## src/rtl/spi_frame_receiver.sv

```systemverilog
`default_nettype none
// ============================================================================
// Module   : spi_frame_receiver
// Purpose  : Oversamples an external SPI link in the pixel_clk domain,
//            deserialises MSB-first RGB565 pixels into the back half of a
//            double-buffered framebuffer and hands finished frames to the
//            display scanner through a swap request/acknowledge handshake.
// Revision : 1.0 - initial release
// ============================================================================
module spi_frame_receiver #(
  parameter int WIDTH        = 64,
  parameter int HEIGHT       = 32,
  parameter int ADDR_BITS    = 11,
  parameter int IDLE_TIMEOUT = 1024
) (
  input  logic                 pixel_clk,
  input  logic                 reset,
  input  logic                 spi_clk,
  input  logic                 spi_mosi,
  output logic [ADDR_BITS-1:0] wr_addr,
  output logic [15:0]          wr_data,
  output logic                 wr_en,
  output logic                 wr_buffer,
  output logic                 rd_buffer,
  output logic                 frame_done,
  output logic                 swap_req,
  input  logic                 swap_ack,
  output logic                 overrun
);

  localparam int                   PIXELS     = WIDTH * HEIGHT;
  localparam logic [ADDR_BITS-1:0] LAST_PIXEL = ADDR_BITS'(PIXELS - 1);
  localparam int                   IDLE_BITS  = $clog2(IDLE_TIMEOUT + 1);
  localparam logic [IDLE_BITS-1:0] IDLE_LIMIT = IDLE_BITS'(IDLE_TIMEOUT);

  typedef enum logic [0:0] {
    RECEIVING = 1'b0,
    WAIT_SWAP = 1'b1
  } state_t;

  // Synchroniser chains; the third spi_clk stage only serves edge detection.
  logic [2:0]           sclk_sync;
  logic [1:0]           mosi_sync;
  logic                 rise;
  logic                 timeout;

  logic [IDLE_BITS-1:0] idle_cnt;
  logic [3:0]           bit_cnt;
  logic [15:0]          shift;
  logic                 word_valid;

  state_t               state, state_next;
  logic [ADDR_BITS-1:0] pixel_cnt, pix_next;
  logic [ADDR_BITS-1:0] addr_next;
  logic [15:0]          data_next;
  logic                 wr_en_next, done_next, swap_req_next, rd_next, overrun_next;

  assign rise      = sclk_sync[1] & ~sclk_sync[2];
  // Once saturated the timeout stays asserted until the link toggles again.
  assign timeout   = (idle_cnt == IDLE_LIMIT) && !rise;
  // The write half is always the opposite of the displayed half.
  assign wr_buffer = ~rd_buffer;

  // Bring the asynchronous SPI pins into the pixel_clk domain.
  always_ff @(posedge pixel_clk or posedge reset) begin
    if (reset) begin
      sclk_sync <= 3'b000;
      mosi_sync <= 2'b00;
    end else begin
      sclk_sync <= {sclk_sync[1:0], spi_clk};
      mosi_sync <= {mosi_sync[0], spi_mosi};
    end
  end

  // Count cycles since the last spi_clk rise, saturating at the limit.
  always_ff @(posedge pixel_clk or posedge reset) begin
    if (reset) begin
      idle_cnt <= '0;
    end else if (rise) begin
      idle_cnt <= '0;
    end else if (idle_cnt != IDLE_LIMIT) begin
      idle_cnt <= idle_cnt + 1'b1;
    end
  end

  // Shift in one bit per rise; flag a complete word for one cycle.
  // The shift register itself then holds the finished word.
  always_ff @(posedge pixel_clk or posedge reset) begin
    if (reset) begin
      bit_cnt    <= 4'd0;
      shift      <= 16'h0000;
      word_valid <= 1'b0;
    end else begin
      word_valid <= 1'b0;
      if (timeout) begin
        bit_cnt <= 4'd0;
      end else if (rise) begin
        shift      <= {shift[14:0], mosi_sync[1]};
        bit_cnt    <= bit_cnt + 4'd1;
        word_valid <= (bit_cnt == 4'd15);
      end
    end
  end

  // Frame state register and all registered outputs.
  always_ff @(posedge pixel_clk or posedge reset) begin
    if (reset) begin
      state      <= RECEIVING;
      pixel_cnt  <= '0;
      wr_en      <= 1'b0;
      wr_addr    <= '0;
      wr_data    <= 16'h0000;
      frame_done <= 1'b0;
      swap_req   <= 1'b0;
      rd_buffer  <= 1'b0;
      overrun    <= 1'b0;
    end else begin
      state      <= state_next;
      pixel_cnt  <= pix_next;
      wr_en      <= wr_en_next;
      wr_addr    <= addr_next;
      wr_data    <= data_next;
      frame_done <= done_next;
      swap_req   <= swap_req_next;
      rd_buffer  <= rd_next;
      overrun    <= overrun_next;
    end
  end

  // Next-state logic: write words, close frames, handle the swap handshake.
  always_comb begin
    state_next    = state;
    pix_next      = pixel_cnt;
    wr_en_next    = 1'b0;
    addr_next     = wr_addr;
    data_next     = wr_data;
    done_next     = 1'b0;
    swap_req_next = swap_req;
    rd_next       = rd_buffer;
    overrun_next  = overrun;

    case (state)
      RECEIVING: begin
        if (word_valid) begin
          wr_en_next = 1'b1;
          addr_next  = pixel_cnt;
          data_next  = shift;
          if (pixel_cnt == LAST_PIXEL) begin
            pix_next      = '0;
            done_next     = 1'b1;
            swap_req_next = 1'b1;
            state_next    = WAIT_SWAP;
          end else begin
            pix_next = pixel_cnt + 1'b1;
          end
        end else if (timeout) begin
          // Abandon a stalled partial frame.
          pix_next = '0;
        end
      end

      WAIT_SWAP: begin
        if (swap_ack) begin
          rd_next       = ~rd_buffer;
          swap_req_next = 1'b0;
          state_next    = RECEIVING;
          // A word landing on the swap cycle opens the new back buffer.
          if (word_valid) begin
            wr_en_next = 1'b1;
            addr_next  = '0;
            data_next  = shift;
            pix_next   = ADDR_BITS'(1);
          end
        end else if (word_valid) begin
          overrun_next = 1'b1;
        end
      end

      default: begin
        state_next = RECEIVING;
      end
    endcase
  end

endmodule
`default_nettype wire

```

## config.mk

```make
export PLATFORM = sky130hd
export DESIGN_NAME = spi_frame_receiver
export DESIGN_NICKNAME = d
export VERILOG_FILES = /design/src/rtl/spi_frame_receiver.sv
export SDC_FILE = /design/constraint.sdc
export NUM_CORES = 1
export LEC_CHECK = 0
export ABC_AREA = 1
export CAP_MARGIN = 5
export CORE_ASPECT_RATIO = 1.25
export CORE_UTILIZATION = 50
export DETAILED_ROUTE_END_ITERATION = 8
export PLACE_DENSITY_LB_ADDON = 0.1
export SYNTH_ARGS = -nofsm -noshare
export SYNTH_HDL_FRONTEND = slang
export SYNTH_SLANG_ARGS = --single-unit
export TNS_END_PERCENT = 1
```

## constraint.sdc

```tcl
create_clock -name pixel_clk -period 4.3 [get_ports pixel_clk]
set_input_delay 0.43 -clock pixel_clk [delete_from_list [all_inputs] [get_ports pixel_clk]]
set_output_delay 0.43 -clock pixel_clk [all_outputs]
set_load 0.01 [all_outputs]
```

==> results of run 1 <==
[per-layer routing]
layer | vias up | track usage, %
li1 | 1325 | -
met1 | 1248 | 24.0
met2 | 53 | 30.2
met3 | 9 | 2.90
met4 | 0 | 9.79
met5 | - | 0
[cells by family after synthesis]
family / count (synthesis) / share of synthesized area (%)
and+or+nand+nor: 189 / 25.7
buffers and inverters: 59 / 8.22
AOI/OAI and AO/OA: 57 / 9.76
xor gates and xnor gates: 2 / 0.471
adders and majority gates: 4 / 1.35
DFF: 81 / 54.5
[report_power, final]
group	total (mW)	internal, mW	switching [mW]
combinational	0.778	0.392	0.385
clock	0.618	0.360	0.258
sequential	1.15	0.978	0.171
total	2.55	1.73	0.814
[worst max-delay path by stage]
stage                                       from                       end  slack, ps  cells past startpoint
final                     sclk_sync[2]$_DFF_PP0_  pixel_cnt[0]$_DFFE_PP0P_       2470                      6
after detailed placement                   reset    wr_addr[7]$_DFFE_PP0P_       2390                      3
after floorplan                            reset    bit_cnt[0]$_DFFE_PP0P_       1790                      1
after global placement                     reset   wr_addr[10]$_DFFE_PP0P_       2380                      3
after CTS                 sclk_sync[2]$_DFF_PP0_  pixel_cnt[0]$_DFFE_PP0P_       2460                      6
after global routing      sclk_sync[1]$_DFF_PP0_  pixel_cnt[0]$_DFFE_PP0P_       2290                      7
[final cells by class]
cell class	count	area (um2)
Multi-Input combinational cell	252	1380
Fill cell	631	2740
Sequential cell	81	2030
Tap cell	90	113
Clock buffer	14	163
Inverter	48	194
Timing Repair Buffer	38	378
Clock inverter	2	60.1
[synth_stat cells, drive strengths merged]
| master | instances | area share, % |
|---|---|---|
| a21oi | 6 | 0.81 |
| clkinv | 1 | 0.44 |
| xor2 | 2 | 0.47 |
| nor4 | 1 | 0.17 |
| a22o | 1 | 0.24 |
| o21ai | 47 | 8.1 |
| nor2 | 31 | 5.3 |
| nand4 | 11 | 2.3 |
| nor3 | 3 | 0.54 |
| a31oi | 1 | 0.17 |
| nand2 | 111 | 11 |
| dfrtp | 81 | 55 |
| inv | 47 | 4.7 |
| clkbuf | 3 | 0.30 |
| ha | 4 | 1.3 |
| buf | 8 | 2.7 |
| nand3 | 29 | 5.4 |
| o21bai | 2 | 0.40 |
| or2 | 3 | 0.57 |
[flip-flops by register name, indices dropped and copies added, names as in the netlist]
register and cells:
frame_done 1, idle_cnt 11, mosi_sync 2, sclk_sync 3, wr_data 16, pixel_cnt 11, overrun 1, wr_addr 11
bit_cnt 4, shift 16, rd_buffer 1, wr_en 1, state 1, word_valid 1, swap_req 1
[metrics by stage]
stage                     instance area (um2)  power [mW]
after global routing                     4320        2.71
after floorplan                          3720        1.61
after global placement                   4100        1.92
after detailed placement                 4100        1.95
after CTS                                4320        2.57
final                                    4320        2.55
[cell usage in the layout, fill, tap and decap left out]
cell type / netlist / layout
clkinv_2: 0 / 1
nor4_1: 1 / 1
bufinv_16: 0 / 2
nor2_2: 4 / 4
nor3_2: 1 / 1
clkbuf_8: 0 / 11
clkbuf_1: 3 / 3
nand3_1: 18 / 18
o21ai_1: 7 / 7
clkdlybuf4s50_1: 0 / 37
nand4_4: 1 / 1
ha_1: 4 / 4
a21oi_1: 6 / 6
nand2_1: 108 / 108
clkinv_8: 1 / 1
o21bai_1: 2 / 2
a22o_1: 1 / 1
nor2_1: 21 / 21
xor2_1: 2 / 2
nor2_8: 3 / 3
buf_4: 1 / 1
o21ai_2: 18 / 18
o21ai_0: 22 / 22
nand4_1: 10 / 10
nand3_2: 11 / 11
inv_1: 41 / 40
nand2_2: 3 / 3
or2_2: 2 / 2
or2_4: 1 / 1
inv_2: 6 / 6
nor2_4: 3 / 3
a31oi_1: 1 / 1
nor3_1: 2 / 2
dfrtp_1: 81 / 81
==> tab_implementation.tex, run 1 <==
\begin{tabular}{lr}
\hline
Metric & Value \\
\hline
\multicolumn{2}{l}{\textbf{Routing}} \\
Drt first-iter violations & around 250 \\
Length of routed met2 wiring & approximately 3.1 mm \\
Wl on met1 & around 3.1 mm \\
Residual antenna-violating net count after detailed routing & 0 \\
Uppermost routed layer & met4 \\
Number of remaining DRC errors & 0 \\
Vias per cell & between 5 and 6 \\
Initial DRT Pass Iterations & 4 \\
Detailed-route wire length & approximately 6.5 mm \\
Via Count & 2,635 \\
Sum of met3 wire segment lengths after detailed routing & 172 um \\
Routed len/inst & approximately 12 um \\
\multicolumn{2}{l}{\textbf{Synth}} \\
Flip-flop and latch count after synthesis & 81 \\
Cell count after synthesis & 392 \\
Cell variety after synth & 34 \\
Average size of a mapped cell & 9.48 um2 \\
Share of the yosys chip area belonging to registers & 54.5\% \\
Warning count from the yosys run & 0 \\
Area of the mapped netlist & around 3700 um2 \\
Synthesized netlist net count & 401 \\
\multicolumn{2}{l}{\textbf{GRT}} \\
Vias in the first global route & roughly 2,500 \\
GRT Total Usage & 18.7\% \\
Global-route congestion overflow total & 0 \\
Global-route wire length before repair & roughly 11 mm \\
Maximum number of pins on one net before global-route repair & 56 \\
Antenna violations before repair & 0 \\
\multicolumn{2}{l}{\textbf{Layout}} \\
Post-layout utilization of the core & 61.1\% \\
Synthesis-to-finish area growth & 16.2\% \\
Layout cells sized above 1 & between 10\% and 20\% \\
Total inserted antenna cells & 0 \\
Fin nets & 439 \\
Non-filler instance count after layout & 525 \\
\multicolumn{2}{l}{\textbf{Clock tree}} \\
Cts bufs inserted & 9 \\
Clock Sinks & 81 \\
Worst-Skew Late Latency & 340 ps \\
Clock-pin transition on the worst setup and hold timing paths & around 70 ps \\
CTS tree & yes \\
Clock buffer depth & 2 \\
Postcts setup bufs & 0 \\
CTS H-tree depth & 3 \\
Clock root buffer master & clkbuf\_8 \\
Post-cts repair resize count & 0 \\
Number of hold-repair buffers added at the cts stage & 0 \\
\multicolumn{2}{l}{\textbf{Setup path}} \\
Kind of start point of the critical path & flip-flop \\
Endpoint type of the worst setup path & flip-flop \\
Endpoint required time on the critical path & $\sim$4500 ps \\
Terminus of the critical flop-to-flop path & pixel\_cnt[0]\$\_DFFE\_PP0P\_ \\
Cell mode on critical path & nand2\_1 \\
Worst Reg-to-Reg Cells & 6 \\
Critical path buffer and inverter count & 1 \\
Dominant delay contributor by cell family on the critical path & simple AND/OR/NAND/NOR gates \\
Worst reg2reg path startpoint & sclk\_sync[2]\$\_DFF\_PP0\_ \\
Class of the most critical setup path & flip-flop to flip-flop \\
Worst reg2reg setup slack & 2470 ps \\
Critical Path AT & approximately 2100 ps \\
Maximum fanout along the worst path & 43 \\
Cell type of the slowest stage on the worst timing path & nor2\_4 \\
List of cells traversed by the critical path & nor2\_4 > inv\_2 > nand4\_4 > nand2\_1 > nand2\_1 > nand2\_1 \\
Slowest cell delay on critical path & 640 ps \\
\multicolumn{2}{l}{\textbf{STA}} \\
Final worst slack & 2470 ps \\
Maximum achievable frequency & between 500 and 600 MHz \\
Minimum period implied by the final worst setup slack & between 1500 and 2000 ps \\
Fin. max-slew vios & 0 \\
RSZ-0062 raised after global routing & false \\
Least-Margin Pin Slew & approximately 890 ps \\
Worst-case headroom to the max-slew limit & 40.9\% \\
Fin Setup TNS & 0 ps \\
Post-route fraction of the period consumed by the critical path & 42.5\% \\
WHS & 359 ps \\
Final hold viol count & 0 \\
Final setup violation count & 0 \\
Clock Skews & approximately 8.6 ps \\
\multicolumn{2}{l}{\textbf{Floorplan}} \\
Die H & 98.4 um \\
Area enclosed by the die boundary & slightly below 8000 um2 \\
Initial Util & a little over half \\
Core ar. & 7060 um2 \\
Die X & roughly 80 um \\
Number of placement rows & 34 \\
Top-level I/O count & 38 \\
\multicolumn{2}{l}{\textbf{Placement}} \\
Worst Setup Slack post-DPL & 2390 ps \\
Routability cong. & 0.864 \\
Placed Instances & 509 \\
Total of buffers placed on input and output ports & 37 \\
Half-perimeter wire length of the detailed placement result & 4.39 mm \\
\multicolumn{2}{l}{\textbf{Power}} \\
Worst vdd ir & about 0.3 mV \\
Leakage power & 2.07 nW \\
Power density over the cells & 590 nW/um2 \\
\multicolumn{2}{l}{\textbf{Hold path}} \\
Hold-critical path endpoint & sclk\_sync[1]\$\_DFF\_PP0\_ \\
Min-Delay Path Class & flip-flop to flip-flop \\
Hold path start & sclk\_sync[0]\$\_DFF\_PP0\_ \\
Hold depth & 0 \\
\multicolumn{2}{l}{\textbf{Flow run}} \\
Number of max-capacitance violations reported & 0 \\
\multicolumn{2}{l}{\textbf{Run status}} \\
Status & finished clean \\
\hline
\end{tabular}
No activity file was read; power rests on OpenSTA's default activity.
==> run 2: changes to the inputs <==
==> constraint.sdc (replaced) <==
create_clock -name pixel_clk -period 1.8 [get_ports pixel_clk]
set_input_delay 0.18 -clock pixel_clk [delete_from_list [all_inputs] [get_ports pixel_clk]]
set_output_delay 0.18 -clock pixel_clk [all_outputs]
set_load 0.01 [all_outputs]
==> run 2 against run 1 <==
Effect of this change: maximum frequency rose by 13%; hold slack got worse by 85 ps; core utilization rose by 0.51 points; sequential cell count did not move; worst setup slack got worse by 2300 ps; cell count rose by 0.38%; critical path type unchanged; critical endpoint is now pixel_cnt[9]$_DFFE_PP0P_; highest routed layer unchanged.
==> tab_implementation.tex, run 2 (synthesis results as in run 1) <==
\begin{tabular}{lr}
\hline
Metric & Value \\
\hline
\multicolumn{2}{l}{\textbf{STA}} \\
Worst-case headroom to the max-slew limit & 71.8\% (was 40.9\%) \\
Least-Margin Pin Slew & 422 ps (was 886 ps) \\
Fin. max-slew vios & 0 (unchanged) \\
Maximum achievable frequency & 616 MHz (was 547 MHz) \\
Final worst slack & 178 ps (was 2470 ps) \\
Clock Skews & 11.2 ps (was 8.64 ps) \\
Fin Setup TNS & 0 ps (unchanged) \\
Final hold viol count & 0 (unchanged) \\
Minimum period implied by the final worst setup slack & 1620 ps (was 1830 ps) \\
RSZ-0062 raised after global routing & false (unchanged) \\
Post-route fraction of the period consumed by the critical path & 90.1\% (was 42.5\%) \\
Final setup violation count & 0 (unchanged) \\
WHS & 274 ps (was 359 ps) \\
\multicolumn{2}{l}{\textbf{GRT}} \\
GRT Total Usage & 19.0\% (was 18.7\%) \\
Vias in the first global route & 2,508 (was 2,534) \\
Antenna violations before repair & 0 (unchanged) \\
Maximum number of pins on one net before global-route repair & 82 (was 56) \\
Global-route congestion overflow total & 0 (unchanged) \\
Global-route wire length before repair & 11.5 mm (was 11.4 mm) \\
\multicolumn{2}{l}{\textbf{Clock tree}} \\
CTS tree & yes (unchanged) \\
Postcts setup bufs & 0 (unchanged) \\
Number of hold-repair buffers added at the cts stage & 0 (unchanged) \\
Clock buffer depth & 2 (unchanged) \\
Clock Sinks & 81 (unchanged) \\
Post-cts repair resize count & 0 (unchanged) \\
Cts bufs inserted & 9 (unchanged) \\
Clock-pin transition on the worst setup and hold timing paths & 90 ps (was 70 ps) \\
CTS H-tree depth & 3 (unchanged) \\
Worst-Skew Late Latency & 350 ps (was 340 ps) \\
Clock root buffer master & clkbuf\_8 (unchanged) \\
\multicolumn{2}{l}{\textbf{Power}} \\
Switch share & 33.0\% (was 32.0\%) \\
Logic pwr share & 30.6\% (about the same) \\
Flop pwr share & 44.9\% (was 45.2\%) \\
Worst vdd ir & 0.695 mV (was 0.296 mV) \\
Leakage power & 2.07 nW (about the same) \\
Power density over the cells & 1410 nW/um2 (was 590 nW/um2) \\
Share of power burned in the clock network & 24.5\% (was 24.3\%) \\
Cell Int Power & 4.10 mW (was 1.73 mW) \\
Switch Pwr & 2.02 mW (was 814 uW) \\
\multicolumn{2}{l}{\textbf{Setup path}} \\
Kind of start point of the critical path & flip-flop (unchanged) \\
Critical Path AT & 1860 ps (was 2060 ps) \\
Cell mode on critical path & nand2\_1 (unchanged) \\
Slowest cell delay on critical path & 410 ps (was 640 ps) \\
Critical path buffer and inverter count & 1 (unchanged) \\
List of cells traversed by the critical path & inv\_1 > ha\_1 > nand2\_1 > nor2\_8 > nand4\_4 > nand3\_1 > nand2\_1 (was nor2\_4 > inv\_2 > nand4\_4 > nand2\_1 > nand2\_1 > nand2\_1) \\
Dominant delay contributor by cell family on the critical path & simple AND/OR/NAND/NOR gates (unchanged) \\
Worst reg2reg path startpoint & idle\_cnt[0]\$\_DFFE\_PP0P\_ (was sclk\_sync[2]\$\_DFF\_PP0\_) \\
Maximum fanout along the worst path & 12 (was 43) \\
Number of gates on the worst path with buffers counted & 7 (was 6) \\
Class of the most critical setup path & flip-flop to flip-flop (unchanged) \\
Endpoint type of the worst setup path & flip-flop (unchanged) \\
Endpoint required time on the critical path & 2040 ps (was 4530 ps) \\
Worst Reg-to-Reg Cells & 7 (was 6) \\
Cell type of the slowest stage on the worst timing path & dfrtp\_1 (was nor2\_4) \\
Worst reg2reg setup slack & 180 ps (was 2470 ps) \\
Critical Path Start & idle\_cnt[0]\$\_DFFE\_PP0P\_ (was sclk\_sync[2]\$\_DFF\_PP0\_) \\
\multicolumn{2}{l}{\textbf{Layout}} \\
Registers with the most flip-flops & shift (16), wr\_data (16) (unchanged) \\
Fin nets & 441 (was 439) \\
Most frequent standard cell in the layout excluding fill and tap cells & nand2\_1 (unchanged) \\
Synthesis-to-finish area growth & 17.2\% (was 16.2\%) \\
Post-layout utilization of the core & 61.7\% (was 61.1\%) \\
Commonest non-fill, non-tap cells in the layout & 108 x nand2\_1, 81 x dfrtp\_1, 40 x inv\_1 (unchanged) \\
Non-filler instance count after layout & 527 (was 525) \\
Total inserted antenna cells & 0 (unchanged) \\
Layout cells sized above 1 & 16.9\% (was 15.9\%) \\
\multicolumn{2}{l}{\textbf{Routing}} \\
Residual antenna-violating net count after detailed routing & 0 (unchanged) \\
Detailed-route wire length & 6.62 mm (was 6.51 mm) \\
Initial DRT Pass Iterations & 4 (unchanged) \\
Via Count & 2,629 (was 2,635) \\
Drt first-iter violations & 170 (was 248) \\
Vias per cell & 4.99 (was 5.02) \\
Number of remaining DRC errors & 0 (unchanged) \\
Routed len/inst & 12.6 um (was 12.4 um) \\
\multicolumn{2}{l}{\textbf{Floorplan}} \\
Number of placement rows & 34 (unchanged) \\
Die X & 79.1 um (unchanged) \\
Top-level I/O count & 38 (unchanged) \\
Core ar. & 7060 um2 (unchanged) \\
Area enclosed by the die boundary & 7780 um2 (unchanged) \\
Die H & 98.4 um (unchanged) \\
Initial Util & 52.6\% (unchanged) \\
\multicolumn{2}{l}{\textbf{Hold path}} \\
Hold path start & spi\_clk (was sclk\_sync[0]\$\_DFF\_PP0\_) \\
Min-Delay Path Class & primary input to flip-flop (was flip-flop to flip-flop) \\
Hold depth & 1 (was 0) \\
\multicolumn{2}{l}{\textbf{Placement}} \\
Total of buffers placed on input and output ports & 37 (unchanged) \\
Half-perimeter wire length of the detailed placement result & 4.47 mm (was 4.39 mm) \\
Placed Instances & 511 (was 509) \\
Worst Setup Slack post-DPL & 196 ps (was 2390 ps) \\
Routability cong. & 0.818 (was 0.864) \\
\multicolumn{2}{l}{\textbf{Run status}} \\
Status & finished clean (unchanged) \\
\multicolumn{2}{l}{\textbf{Flow run}} \\
Number of max-capacitance violations reported & 0 (unchanged) \\
\hline
\end{tabular}
[run 2: worst register-to-register path: cells and delay by family, from the launching register on]
family | cells | cell delay (ps)
adders and majority gates | 1 | 170
buffers and inverters | 1 | 180
DFF | 1 | 410
and+or+nand+nor | 5 | 750
[run 2: layout make-up]
type                       count  area (um2)
sequential                    81        2030
inverter                      48         196
tap                           90         113
multi-input combinational    252        1380
timing repair buffer          40         405
clock buffer                  10         138
clock inverter                 6        91.3
fill                         607        2710
[run 2: per-stage QoR]
step / power [mW] / cell area [um2]
2_1_floorplan: 3.85 / 3720
3_3_place_gp: 4.61 / 4130
3_5_place_dp: 4.67 / 4130
4_1_cts: 6.20 / 4350
5_1_grt: 6.52 / 4350
6_report: 6.12 / 4350
[run 2: path summary, 6_finish.rpt]
check / endpoint
min in group asynchronous: wr_en$_DFF_PP0_
setup / recovery: pixel_cnt[9]$_DFFE_PP0P_
max in group asynchronous: idle_cnt[2]$_DFFE_PP0P_
setup reg to reg: pixel_cnt[9]$_DFFE_PP0P_
hold / removal: sclk_sync[0]$_DFF_PP0_
hold reg to reg: sclk_sync[1]$_DFF_PP0_
[run 2: power by group through the flow]
stage                     Combinational (mW)  Sequential (mW)  Clock (mW)
after floorplan                         1.02             2.83           0
after CTS                               1.90             2.75        1.54
final                                   1.87             2.75        1.50
after global routing                    2.09             2.82        1.62
after detailed placement                1.89             2.78           0
after global placement                  1.85             2.76           0
[run 2: metal layers]
| layer | GRT usage, % | part of all wire [%] | wire [um] |
|---|---|---|---|
| met2 | 30.3 | 49 | 3240 |
| met3 | 3.93 | 3.0 | 200 |
| met5 | 0 | 0 | 0 |
| met1 | 24.3 | 47 | 3080 |
| met4 | 10.1 | 1.4 | 91 |
